===== src/rtl/masc_wb_exec_pkg.sv =====
// rtl/masc_wb_exec_pkg.sv - register map, CTRL bit positions and sequencer state for masc_wb_exec_regs
package masc_wb_exec_pkg;

  localparam int RES_W = 33;

  localparam logic [7:0] OFF_RS1    = 8'h00;
  localparam logic [7:0] OFF_RS2    = 8'h04;
  localparam logic [7:0] OFF_INSN   = 8'h08;
  localparam logic [7:0] OFF_CTRL   = 8'h0C;
  localparam logic [7:0] OFF_RES_LO = 8'h10;
  localparam logic [7:0] OFF_RES_HI = 8'h14;

  // Write-side and read-side meanings share bit positions.
  localparam int CTRL_START    = 0;
  localparam int CTRL_BUSY     = 0;
  localparam int CTRL_IRQ_EN   = 1;
  localparam int CTRL_DONE_CLR = 2;
  localparam int CTRL_DONE     = 2;

  typedef enum logic {
    IDLE = 1'b0,
    WAIT = 1'b1
  } seq_state_e;

  function automatic logic [31:0] byte_merge(input logic [31:0] old_v,
                                             input logic [31:0] new_v,
                                             input logic [3:0]  sel);
    logic [31:0] r;
    r = old_v;
    for (int i = 0; i < 4; i++) begin
      if (sel[i]) r[8*i +: 8] = new_v[8*i +: 8];
    end
    return r;
  endfunction

endpackage


===== src/rtl/masc_exec_seq.sv =====
// rtl/masc_exec_seq.sv - launch/latency sequencer with result capture and DONE flag
module masc_exec_seq
  import masc_wb_exec_pkg::*;
#(
  parameter int EXEC_LATENCY = 2
) (
  input  logic             clk,
  input  logic             rst,
  input  logic             start_i,
  input  logic             done_clr_i,
  input  logic [RES_W-1:0] exec_out_i,
  output logic             busy_o,
  output logic             done_o,
  output logic             done_nxt_o,
  output logic [RES_W-1:0] res_o
);

  localparam logic [3:0] CNT_LOAD = 4'(EXEC_LATENCY - 1);

  seq_state_e       state_q, state_d;
  logic [3:0]       cnt_q, cnt_d;
  logic             done_q, done_d;
  logic [RES_W-1:0] res_q, res_d;

  always_comb begin
    state_d = state_q;
    cnt_d   = cnt_q;
    done_d  = done_q;
    res_d   = res_q;
    if (done_clr_i) done_d = 1'b0;
    case (state_q)
      IDLE: begin
        if (start_i) begin
          state_d = WAIT;
          cnt_d   = CNT_LOAD;
          done_d  = 1'b0;
        end
      end
      WAIT: begin
        // Capture overrides a same-cycle DONE_CLR.
        if (cnt_q == 4'd0) begin
          res_d   = exec_out_i;
          done_d  = 1'b1;
          state_d = IDLE;
        end else begin
          cnt_d = cnt_q - 4'd1;
        end
      end
      default: state_d = IDLE;
    endcase
  end

  always_ff @(posedge clk or posedge rst) begin
    if (rst) begin
      state_q <= IDLE;
      cnt_q   <= 4'd0;
      done_q  <= 1'b0;
      res_q   <= '0;
    end else begin
      state_q <= state_d;
      cnt_q   <= cnt_d;
      done_q  <= done_d;
      res_q   <= res_d;
    end
  end

  assign busy_o     = (state_q == WAIT);
  assign done_o     = done_q;
  assign done_nxt_o = done_d;
  assign res_o      = res_q;

endmodule


===== src/rtl/masc_wb_exec_regs.sv =====
// rtl/masc_wb_exec_regs.sv - Wishbone register front end driving the masc execute unit
module masc_wb_exec_regs
  import masc_wb_exec_pkg::*;
#(
  parameter logic [31:0] BASE_ADDR    = 32'h3000_0000,
  parameter int          EXEC_LATENCY = 2
) (
  input  logic             wb_clk_i,
  input  logic             wb_rst_i,
  input  logic             wbs_stb_i,
  input  logic             wbs_cyc_i,
  input  logic             wbs_we_i,
  input  logic [3:0]       wbs_sel_i,
  input  logic [31:0]      wbs_adr_i,
  input  logic [31:0]      wbs_dat_i,
  output logic             wbs_ack_o,
  output logic [31:0]      wbs_dat_o,
  output logic [31:0]      exec_insn_o,
  output logic [31:0]      exec_rs1_o,
  output logic [31:0]      exec_rs2_o,
  input  logic [RES_W-1:0] exec_out_i,
  output logic             irq_o
);

  logic             ack_q, ack_d;
  logic [31:0]      dat_q, dat_d;
  logic [31:0]      rs1_q, rs1_d, rs2_q, rs2_d, insn_q, insn_d;
  logic             irq_en_q, irq_en_d;
  logic             irq_q, irq_d;

  logic             hit, acc, wr, rd, ctrl_wr, reg_wr_ok;
  logic [7:0]       off;
  logic             start, done_clr;
  logic             busy, done, done_nxt;
  logic [RES_W-1:0] res;
  logic [31:0]      rdata;

  assign hit       = (wbs_adr_i[31:8] == BASE_ADDR[31:8]);
  assign acc       = wbs_cyc_i & wbs_stb_i & hit & ~ack_q;
  assign wr        = acc & wbs_we_i;
  assign rd        = acc & ~wbs_we_i;
  assign off       = wbs_adr_i[7:0];
  assign ctrl_wr   = wr & (off == OFF_CTRL) & wbs_sel_i[0];
  assign start     = ctrl_wr & wbs_dat_i[CTRL_START];
  assign done_clr  = ctrl_wr & wbs_dat_i[CTRL_DONE_CLR];
  // Operands are frozen while an operation is in flight.
  assign reg_wr_ok = wr & ~busy;

  masc_exec_seq #(
    .EXEC_LATENCY(EXEC_LATENCY)
  ) u_seq (
    .clk        (wb_clk_i),
    .rst        (wb_rst_i),
    .start_i    (start),
    .done_clr_i (done_clr),
    .exec_out_i (exec_out_i),
    .busy_o     (busy),
    .done_o     (done),
    .done_nxt_o (done_nxt),
    .res_o      (res)
  );

  always_comb begin
    rs1_d    = rs1_q;
    rs2_d    = rs2_q;
    insn_d   = insn_q;
    irq_en_d = irq_en_q;
    if (reg_wr_ok && off == OFF_RS1)  rs1_d  = byte_merge(rs1_q, wbs_dat_i, wbs_sel_i);
    if (reg_wr_ok && off == OFF_RS2)  rs2_d  = byte_merge(rs2_q, wbs_dat_i, wbs_sel_i);
    if (reg_wr_ok && off == OFF_INSN) insn_d = byte_merge(insn_q, wbs_dat_i, wbs_sel_i);
    if (ctrl_wr) irq_en_d = wbs_dat_i[CTRL_IRQ_EN];
  end

  always_comb begin
    rdata = 32'd0;
    case (off)
      OFF_RS1:    rdata = rs1_q;
      OFF_RS2:    rdata = rs2_q;
      OFF_INSN:   rdata = insn_q;
      OFF_CTRL:   rdata = {29'd0, done, irq_en_q, busy};
      OFF_RES_LO: rdata = res[31:0];
      OFF_RES_HI: rdata = {31'd0, res[RES_W-1]};
      default:    rdata = 32'd0;
    endcase
  end

  // Registered from next-state so irq_o moves on the same edge as DONE/IRQ_EN.
  always_comb begin
    ack_d = acc;
    dat_d = rd ? rdata : 32'd0;
    irq_d = done_nxt & irq_en_d;
  end

  always_ff @(posedge wb_clk_i or posedge wb_rst_i) begin
    if (wb_rst_i) begin
      ack_q    <= 1'b0;
      dat_q    <= 32'd0;
      rs1_q    <= 32'd0;
      rs2_q    <= 32'd0;
      insn_q   <= 32'd0;
      irq_en_q <= 1'b0;
      irq_q    <= 1'b0;
    end else begin
      ack_q    <= ack_d;
      dat_q    <= dat_d;
      rs1_q    <= rs1_d;
      rs2_q    <= rs2_d;
      insn_q   <= insn_d;
      irq_en_q <= irq_en_d;
      irq_q    <= irq_d;
    end
  end

  assign wbs_ack_o   = ack_q;
  assign wbs_dat_o   = dat_q;
  assign exec_rs1_o  = rs1_q;
  assign exec_rs2_o  = rs2_q;
  assign exec_insn_o = insn_q;
  assign irq_o       = irq_q;

endmodule


===== config.mk =====
export PLATFORM = sky130hd
export DESIGN_NAME = masc_wb_exec_regs
export DESIGN_NICKNAME = d
export VERILOG_FILES = /design/src/rtl/masc_wb_exec_pkg.sv /design/src/rtl/masc_exec_seq.sv /design/src/rtl/masc_wb_exec_regs.sv
export SDC_FILE = /design/constraint.sdc
export NUM_CORES = 1
export LEC_CHECK = 0
export ABC_AREA = 1
export CAP_MARGIN = 0
export CORE_MARGIN = 2
export CORE_UTILIZATION = 35
export CTS_CLUSTER_SIZE = 10
export DETAILED_ROUTE_END_ITERATION = 6
export SLEW_MARGIN = 10
export SYNTH_ARGS = -nofsm -noshare
export SYNTH_HDL_FRONTEND = slang
export SYNTH_SLANG_ARGS = --single-unit

===== constraint.sdc =====
create_clock -name wb_clk_i -period 8.2 [get_ports wb_clk_i]
set_input_delay 2.05 -clock wb_clk_i [delete_from_list [all_inputs] [get_ports wb_clk_i]]
set_output_delay 2.05 -clock wb_clk_i [all_outputs]
set_load 0.01 [all_outputs]

==> results, run 1 <==
- The H-tree was split into 4 levels.
- The relative area change from synthesis to final layout is 41.6%.
- After detailed routing, the average wire length per cell comes to 16.6 µm.
- The headroom to the max-slew limit is 0.328.
- Counting the fill cells in the layout gives 2,004.
- For this configuration, the core starts out at a cell density of 0.356.
- The number of antenna violations at the first check in global routing is 1.
- The total routed wirelength is 22,600 µm.
- The startpoint-to-endpoint class of the critical path is input pin to flop.
- In the global route stage, overall resource usage came out at 0.202.
- Entering global routing, the biggest net connects 109 pins.
- The signal on the critical path passes through clkdlybuf4s50_1 > nor2_1 > nand3_1 > nor2_1 > inv_1 > nand4_1 > nand3_2 > a21oi_1.
- The later pin in the worst-skew pair is clocked with a latency of 0.42 ns.
- The post-place setup slack is 3.73 ns.
- The synthesized design contains 0 enable-type register cells.
- Setup repair after global routing left no endpoint under its margin.
- In this run the worst path has a maximum fanout of 31.
- In the post-synthesis netlist, the biggest area contributors are sky130_fd_sc_hd__dfrtp_1, sky130_fd_sc_hd__nand2_1, sky130_fd_sc_hd__o21ai_2, sky130_fd_sc_hd__inv_1, sky130_fd_sc_hd__nor2_1.
- The post-route minimum period is 4.04 ns.
- The number of distinct library cells after synthesis is 31.
- The cts-stage hold buffer count is 0.
- The number of nets in the layout is 1,179.
- The routability congestion estimate is 0.792.
- Of the post-synthesis cell area, the dominant cell type holds 0.568.
- The run finished with clean final reports.
- The horizontal die dimension is 150 µm.
- Across all setup checks in the final design, the least slack found is 4.16 ns.
- The pin slew with the least headroom to its limit is 1.01 ns.
- TritonCTS built the clock tree.
- In this run the vertical extent of the chip is 150 µm.
- The worst hold path class is flop to flop.
- The upper clock frequency limit is 247 MHz.
- The number of optimization iterations in the first detailed-route pass is 4.
- The number of buffers and inverters on the critical path is 2.
- In this run the mean area of a mapped cell was 8.86 µm².
- The endpoint type of the worst setup path is a flop.
- Clock-pin slew was measured on the worst setup and hold paths at 0.06 ns.
- The largest buffer count on any clock path is 2.
- After detailed routing, the number of vias per cell comes to 4.71.
- The total power divided by cell area is 163 nW/µm².
- The cell with the biggest individual delay on the critical path is sky130_fd_sc_hd__nand3_2.
- The area enclosed by the die boundary is 22,600 µm².
- For this run, the leading register cell type out of synthesis is sky130_fd_sc_hd__dfrtp_1.
- The total area inside the core boundary comes to 21,000 µm².
- Of the cells placed in the final design, the portion with a size suffix greater than 1 is 0.0959.
- On the critical path the largest part of the delay comes from simple AND/OR/NAND/NOR gates.
- The critical path startpoint category is an input pin.
- The initial detailed-routing violation count is 366.
- Summed over all cells, the static leakage comes to 4.74 nW.
- The total number of vias is 6,413.
- The detail route stage leaves a number of antenna-violating nets equal to 0.
- The sum of negative setup slack is 0 ns.
- The longest individual stage delay on the worst path is 0.68 ns.
- Across all hold checks on the routed design, the worst slack comes to 0.480 ns.
- At the end of the flow the core is filled with cells to 0.505.
- The number of nets in the synthesized netlist is 952.
- The root buffer cell is sky130_fd_sc_hd__clkbuf_16.
- The total overflow left after global routing is 0.
- The number of sinks driven by the clock tree is 170.
- The number of global-route vias before repair is 6,339.
- The number of endpoints failing setup at the final stage is 0.
- The number of pins with negative max-slew slack in the final report came to 0.
- The proportion of register bits with asynchronous set or reset after synthesis is 1.00.
- The sequential fraction of the synthesis area is 0.568.
- The arrival time of the worst setup path is 4.36 ns.
- After detailed routing, the number of remaining DRC violations is 0.
- The final number of hold-violating endpoints is 0.
- The count of instances resized after the clock tree is built is 0.
- For this run, the number of Yosys warnings is 0.
- The top-level I/O count is 236.
- Summing all multi-input logic gate instances after layout gives 2780 µm².
- Synthesis produced 845 cells.
- Port buffering added 235 buffers.
- Across the run, the number of max-cap violations was 0.
- Row generation in the floorplan step produced 53 rows.
- Registers take 4250 µm².
- The maximum vdd ir drop is 0.000118 V.
- The first global-routing pass estimated 34,700 µm of wire.
- The post-synthesis cell type with the largest combined area is sky130_fd_sc_hd__dfrtp_1.
- The half-perimeter wire length of the detailed placement result is 15,400 µm.
- Counting stages on the worst path, the most repeated cell is sky130_fd_sc_hd__nor2_1.
- The final period utilization is 0.493.
- The critical path data required time is 8.52 ns.
- Across the routed clock network, the largest skew measured is 0.00818 ns.
- The number of buffers added by the clock tree synthesis step is 17.
- The number of flip-flops and latches in the synthesized netlist is 170.
- The number of setup buffers added after CTS is 0.
- The area of the mapped netlist is 7490 µm².
-- per-layer routing --
metal	wire [µm]	GRT usage	share of wire
met3	1510	0.0506	0.067
met1	10400	0.278	0.46
met4	386	0.0566	0.017
met5	0	0	0
met2	10300	0.316	0.46
-- logic make-up after synthesis --
group	after synthesis	synth area share
xor gates and xnor gates	2	0.00234
AOI/OAI and AO/OA	149	0.131
DFF	170	0.568
adders and majority gates	1	0.00167
and+or+nand+nor	425	0.234
buffers and inverters	98	0.0626
-- worst paths after layout --
check,start,end,slack (ns),depth (start not counted)
min,u_seq.res_o[7],u_seq.res_o[7],0.48,2
max in group asynchronous,wb_rst_i,exec_insn_o[15],4.58,3
min in group asynchronous,wb_rst_i,exec_insn_o[26],2.24,2
min reg2reg,u_seq.res_o[7],u_seq.res_o[7],0.48,2
max reg2reg,u_seq.cnt_q[0],u_seq.cnt_q[1],5.13,9
max,wbs_adr_i[7],wbs_dat_o[7],4.16,8
-- worst reg2reg max path, delay by kind of cell, from the launching register on --
kind / cells / cell delay [ns]
adders and majority gates: 1 / 0.24
DFF: 1 / 0.32
and+or+nand+nor: 4 / 1.14
buffers and inverters: 4 / 1.31
-- registers in the layout (all words and copies together) (netlist names) --
signal / cells
exec_insn_o: 32
exec_rs1_o: 32
exec_rs2_o: 32
irq_en_q: 1
irq_o: 1
u_seq.busy_o: 1
u_seq.cnt_q: 4
u_seq.done_o: 1
u_seq.res_o: 33
wbs_ack_o: 1
wbs_dat_o: 32
-- power by group --
part           leakage, nW  internal, mW  switching [mW]  total (mW)
combinational         2.30        0.0483          0.0435      0.0918
clock                0.271         0.452           0.346       0.798
sequential            2.17         0.838  0.000000000887       0.838
total                 4.74          1.34           0.390        1.73
-- per-stage QoR --
stage | instance area, µm² | total power, mW | std cells
global placement | 10000 | 0.948 | 1328
finish | 10600 | 1.73 | 1361
floorplan | 7490 | 0.882 | 845
global route | 10600 | 1.79 | 1360
detailed placement | 10000 | 0.948 | 1328
CTS | 10600 | 1.75 | 1360
-- synthesized netlist by cell type, types with 9 or more instances --
cell type                    n
sky130_fd_sc_hd__a21oi_1    31
sky130_fd_sc_hd__a22o_1     16
sky130_fd_sc_hd__buf_2       9
sky130_fd_sc_hd__buf_6      12
sky130_fd_sc_hd__clkbuf_1   12
sky130_fd_sc_hd__dfrtp_1   170
sky130_fd_sc_hd__inv_1      64
sky130_fd_sc_hd__nand2_1   306
sky130_fd_sc_hd__nand2_2     9
sky130_fd_sc_hd__nand3_1    28
sky130_fd_sc_hd__nor2_1     62
sky130_fd_sc_hd__o21ai_0    17
sky130_fd_sc_hd__o21ai_1    36
sky130_fd_sc_hd__o21ai_2    45
-- placed cells by master, fill, tap and decap left out, types with 17 or more instances in the layout --
cell                              count
sky130_fd_sc_hd__nand2_1            306
sky130_fd_sc_hd__clkdlybuf4s50_1    235
sky130_fd_sc_hd__dfrtp_1            170
sky130_fd_sc_hd__inv_1               63
sky130_fd_sc_hd__nor2_1              61
sky130_fd_sc_hd__o21ai_2             45
sky130_fd_sc_hd__o21ai_1             36
sky130_fd_sc_hd__a21oi_1             31
sky130_fd_sc_hd__nand3_1             26
sky130_fd_sc_hd__o21ai_0             17
sky130_fd_sc_hd__clkbuf_16           17
-- final cells by class --
class | count | area share
sequential | 170 | 0.401
antenna | 1 | 0.000236
multi-input combinational | 577 | 0.262
clock inverter | 13 | 0.0136
tap | 275 | 0.0324
inverter | 65 | 0.0235
timing repair buffer | 241 | 0.226
clock buffer | 19 | 0.0408
Note: power is estimated with default switching activity, not from simulation.
==> run 2, diff against run 1 <==
clock period = 3.82 ns   (was 8.2 ns; I/O delays follow)
==> results, run 2 (synthesized netlist as in run 1, its figures left out) <==
- The maximum net fanout on the critical path is 19.
- The arrival time of the worst setup path is 3.15 ns.
- The number of global-route vias before repair was 6,299.
- The first global-routing pass estimated 35,000 µm of wire.
- In the layout the commonest cells are sky130_fd_sc_hd__nand2_1, sky130_fd_sc_hd__clkdlybuf4s50_1, sky130_fd_sc_hd__dfrtp_1, sky130_fd_sc_hd__inv_1, sky130_fd_sc_hd__nor2_1.
- After filler insertion, the fill cell instance count of the layout stands at 1,964.
- The critical path data required time is 4.16 ns.
- The latest clock arrival within the worst-skew pair is 0.42 ns.
- Detailed placement finished with a half-perimeter wire length of 15,000 µm.
- Clock tree synthesis found a total of 170 sinks.
- The final period utilization is 0.735.
- The share of total power dissipated in sequential elements is 0.477.
- Clock-pin slew was measured on the worst setup and hold paths at 0.06 ns.
- The area enclosed by the die boundary is 22,600 µm².
- For this design, the CTS-stage hold fixing added 0 buffers.
- Compared with the post-synthesis result, the final layout area differs by 42.5%.
- The sum of negative setup slack is 0 ns.
- The final antenna-violating net count is 0.
- TritonCTS built the clock tree.
- The path class of the tightest hold or removal check is flop to flop.
- The upper clock frequency limit is 356 MHz.
- The total area of multi-input combinational cells is 2780 µm².
- The startpoint-to-endpoint class of the critical path is input pin to flop.
- The initial utilization of the core area, before any placement, comes to 0.356.
- Of the total power, the clock network draws 0.470.
- Of the total power, combinational logic draws 0.053.
- The number of optimization iterations in the first detailed-route pass is 6.
- The internal power is 2.97 mW.
- The initial detailed-routing violation count is 310.
- The startpoint identified for the worst hold timing path is u_seq.res_o[7].
- The share of cells above drive strength 1 is 0.0983.
- Leaving out fill and tap cells, the most frequent cell in the layout is sky130_fd_sc_hd__nand2_1.
- The detailed route wirelength on metal2 is 10,300 µm.
- The number of buffers added by the clock tree synthesis step is 17.
- The number of antenna violations at the first check in global routing was 0.
- The origin of the worst setup path is wbs_adr_i[7].
- The number of max-capacitance violations reported is 0.
- For the pin with the worst max-slew slack, the measured transition is 0.991 ns.
- From left edge to right edge, the die measures 150 µm.
- Setup violations remaining at the end of the flow were counted as 0.
- The sum of overflow across all layers after global routing is 0.
- During I/O placement, the number of pins put on the boundary was 236.
- The run finished with clean final reports.
- The root buffer cell is sky130_fd_sc_hd__clkbuf_16.
- The detail-routed net length per standard cell is 16.7 µm.
- The routed design uses 1690 µm of met3 wire.
- The worst setup path is captured at a flop.
- The post-route minimum period is 2.81 ns.
- Setup repair after global routing left no endpoint under its margin.
- The headroom to the max-slew limit is 0.339.
- The maximum vdd ir drop is 0.000274 V.
- After detailed routing, the total wire length is 22,700 µm.
- The critical path startpoint category is an input pin.
- The switching fraction of total power is 0.213.
- After clock tree synthesis, the setup repair step added 0 buffers.
- The number of nets in the layout is 1,184.
- The number of cell rows is 53.
- The largest buffer count on any clock path is 2.
- The number of pins with negative max-slew slack in the final report was 0.
- In this run the tool buffered the top-level ports with 235 buffer cells.
- The number of antenna diodes in the final layout is 0.
- For this design the total switching power over the nets is 0.805 mW.
- Summing all placed instances gives a cell area of 10,100 µm².
- The final cell area excluding filler cells is 10,700 µm².
- After detailed routing, the number of remaining DRC violations is 0.
- The number of flip-flops in the largest register is 33.
- The worst register-to-register path begins at wbs_ack_o.
- The maximum number of pins on one net before global-route repair is 171.
- In the final layout, flip-flops and latches occupy 4250 µm².
- At the end of routability-driven placement, the weighted congestion stood at 0.783.
- In the routed layout, each cell is associated on average with a via count of 4.74.
- The total power divided by cell area is 353 nW/µm².
- The number of H-tree levels is 4.
- The total number of vias is 6,462.
- The combined global-route utilization of all metal layers is 0.204.
- The highest metal layer with signal wires is met4.
- Measured along the y axis, the die boundary spans 150 µm.
- Total power for the finished layout comes to 3.77 mW.
- The final number of hold-violating endpoints was 0.
- In the final routing, the length of wire on met1 measures 10,400 µm.
- The analysis attributes to cell leakage a power of 4.77 nW.
- The floorplan core area is 21,000 µm².
- The count of instances resized after the clock tree is built is 0.
- The worst clock skew is 0.0104 ns.
[run 2: worst paths after layout]
path	end	slack, ns	depth (start not counted)
setup / recovery	wbs_dat_o[15]	1.01	9
hold / removal	u_seq.res_o[7]	0.48	2
setup reg to reg	exec_insn_o[27]	1.88	8
hold reg to reg	u_seq.res_o[7]	0.48	2
max in group asynchronous	u_seq.cnt_q[2]	1.93	3
min in group asynchronous	exec_insn_o[26]	1.09	3
[run 2: metrics by stage]
stage / std cells / hold WS (ns) / utilization / setup WS, ns
floorplan: 845 / 0.442 / - / 0.696
detailed placement: 1333 / 0.465 / 0.479 / 0.575
global placement: 1333 / 0.458 / 0.479 / 0.578
CTS: 1363 / 0.480 / 0.508 / 1.01
global route: 1363 / 0.494 / 0.508 / 0.852
finish: 1363 / 0.480 / 0.508 / 1.01
[run 2: metal layers]
metal  up-vias  track usage
met1      3063        0.285
li1       3162            -
met3        18       0.0603
met5         -            0
met4         0       0.0500
met2       219        0.313
[run 2: power groups by stage]
stage | combinational, mW | clock, mW | sequential [mW]
after CTS | 0.203 | 1.81 | 1.80
final | 0.198 | 1.77 | 1.80
after global placement | 0.203 | 0 | 1.83
after floorplan | 0.0596 | 0 | 1.83
after global routing | 0.218 | 1.89 | 1.80
after detailed placement | 0.202 | 0 | 1.83
[run 2: worst max-delay path: stages]
cell,delay [ns]
sky130_fd_sc_hd__clkdlybuf4s50_1,0.39
sky130_fd_sc_hd__nor2_1,0.20
sky130_fd_sc_hd__nand3_1,0.19
sky130_fd_sc_hd__nor2_1,0.26
sky130_fd_sc_hd__inv_1,0.11
sky130_fd_sc_hd__nand4_1,0.13
sky130_fd_sc_hd__nand3_2,0.34
sky130_fd_sc_hd__buf_4,0.39
sky130_fd_sc_hd__a21oi_1,0.16
[run 2: cell type report]
cell class | instances | area share
Sequential cell | 170 | 0.398
Multi-Input combinational cell | 577 | 0.261
Timing Repair Buffer | 246 | 0.229
Clock buffer | 21 | 0.0431
Tap cell | 275 | 0.0322
Inverter | 65 | 0.0232
Clock inverter | 9 | 0.0130
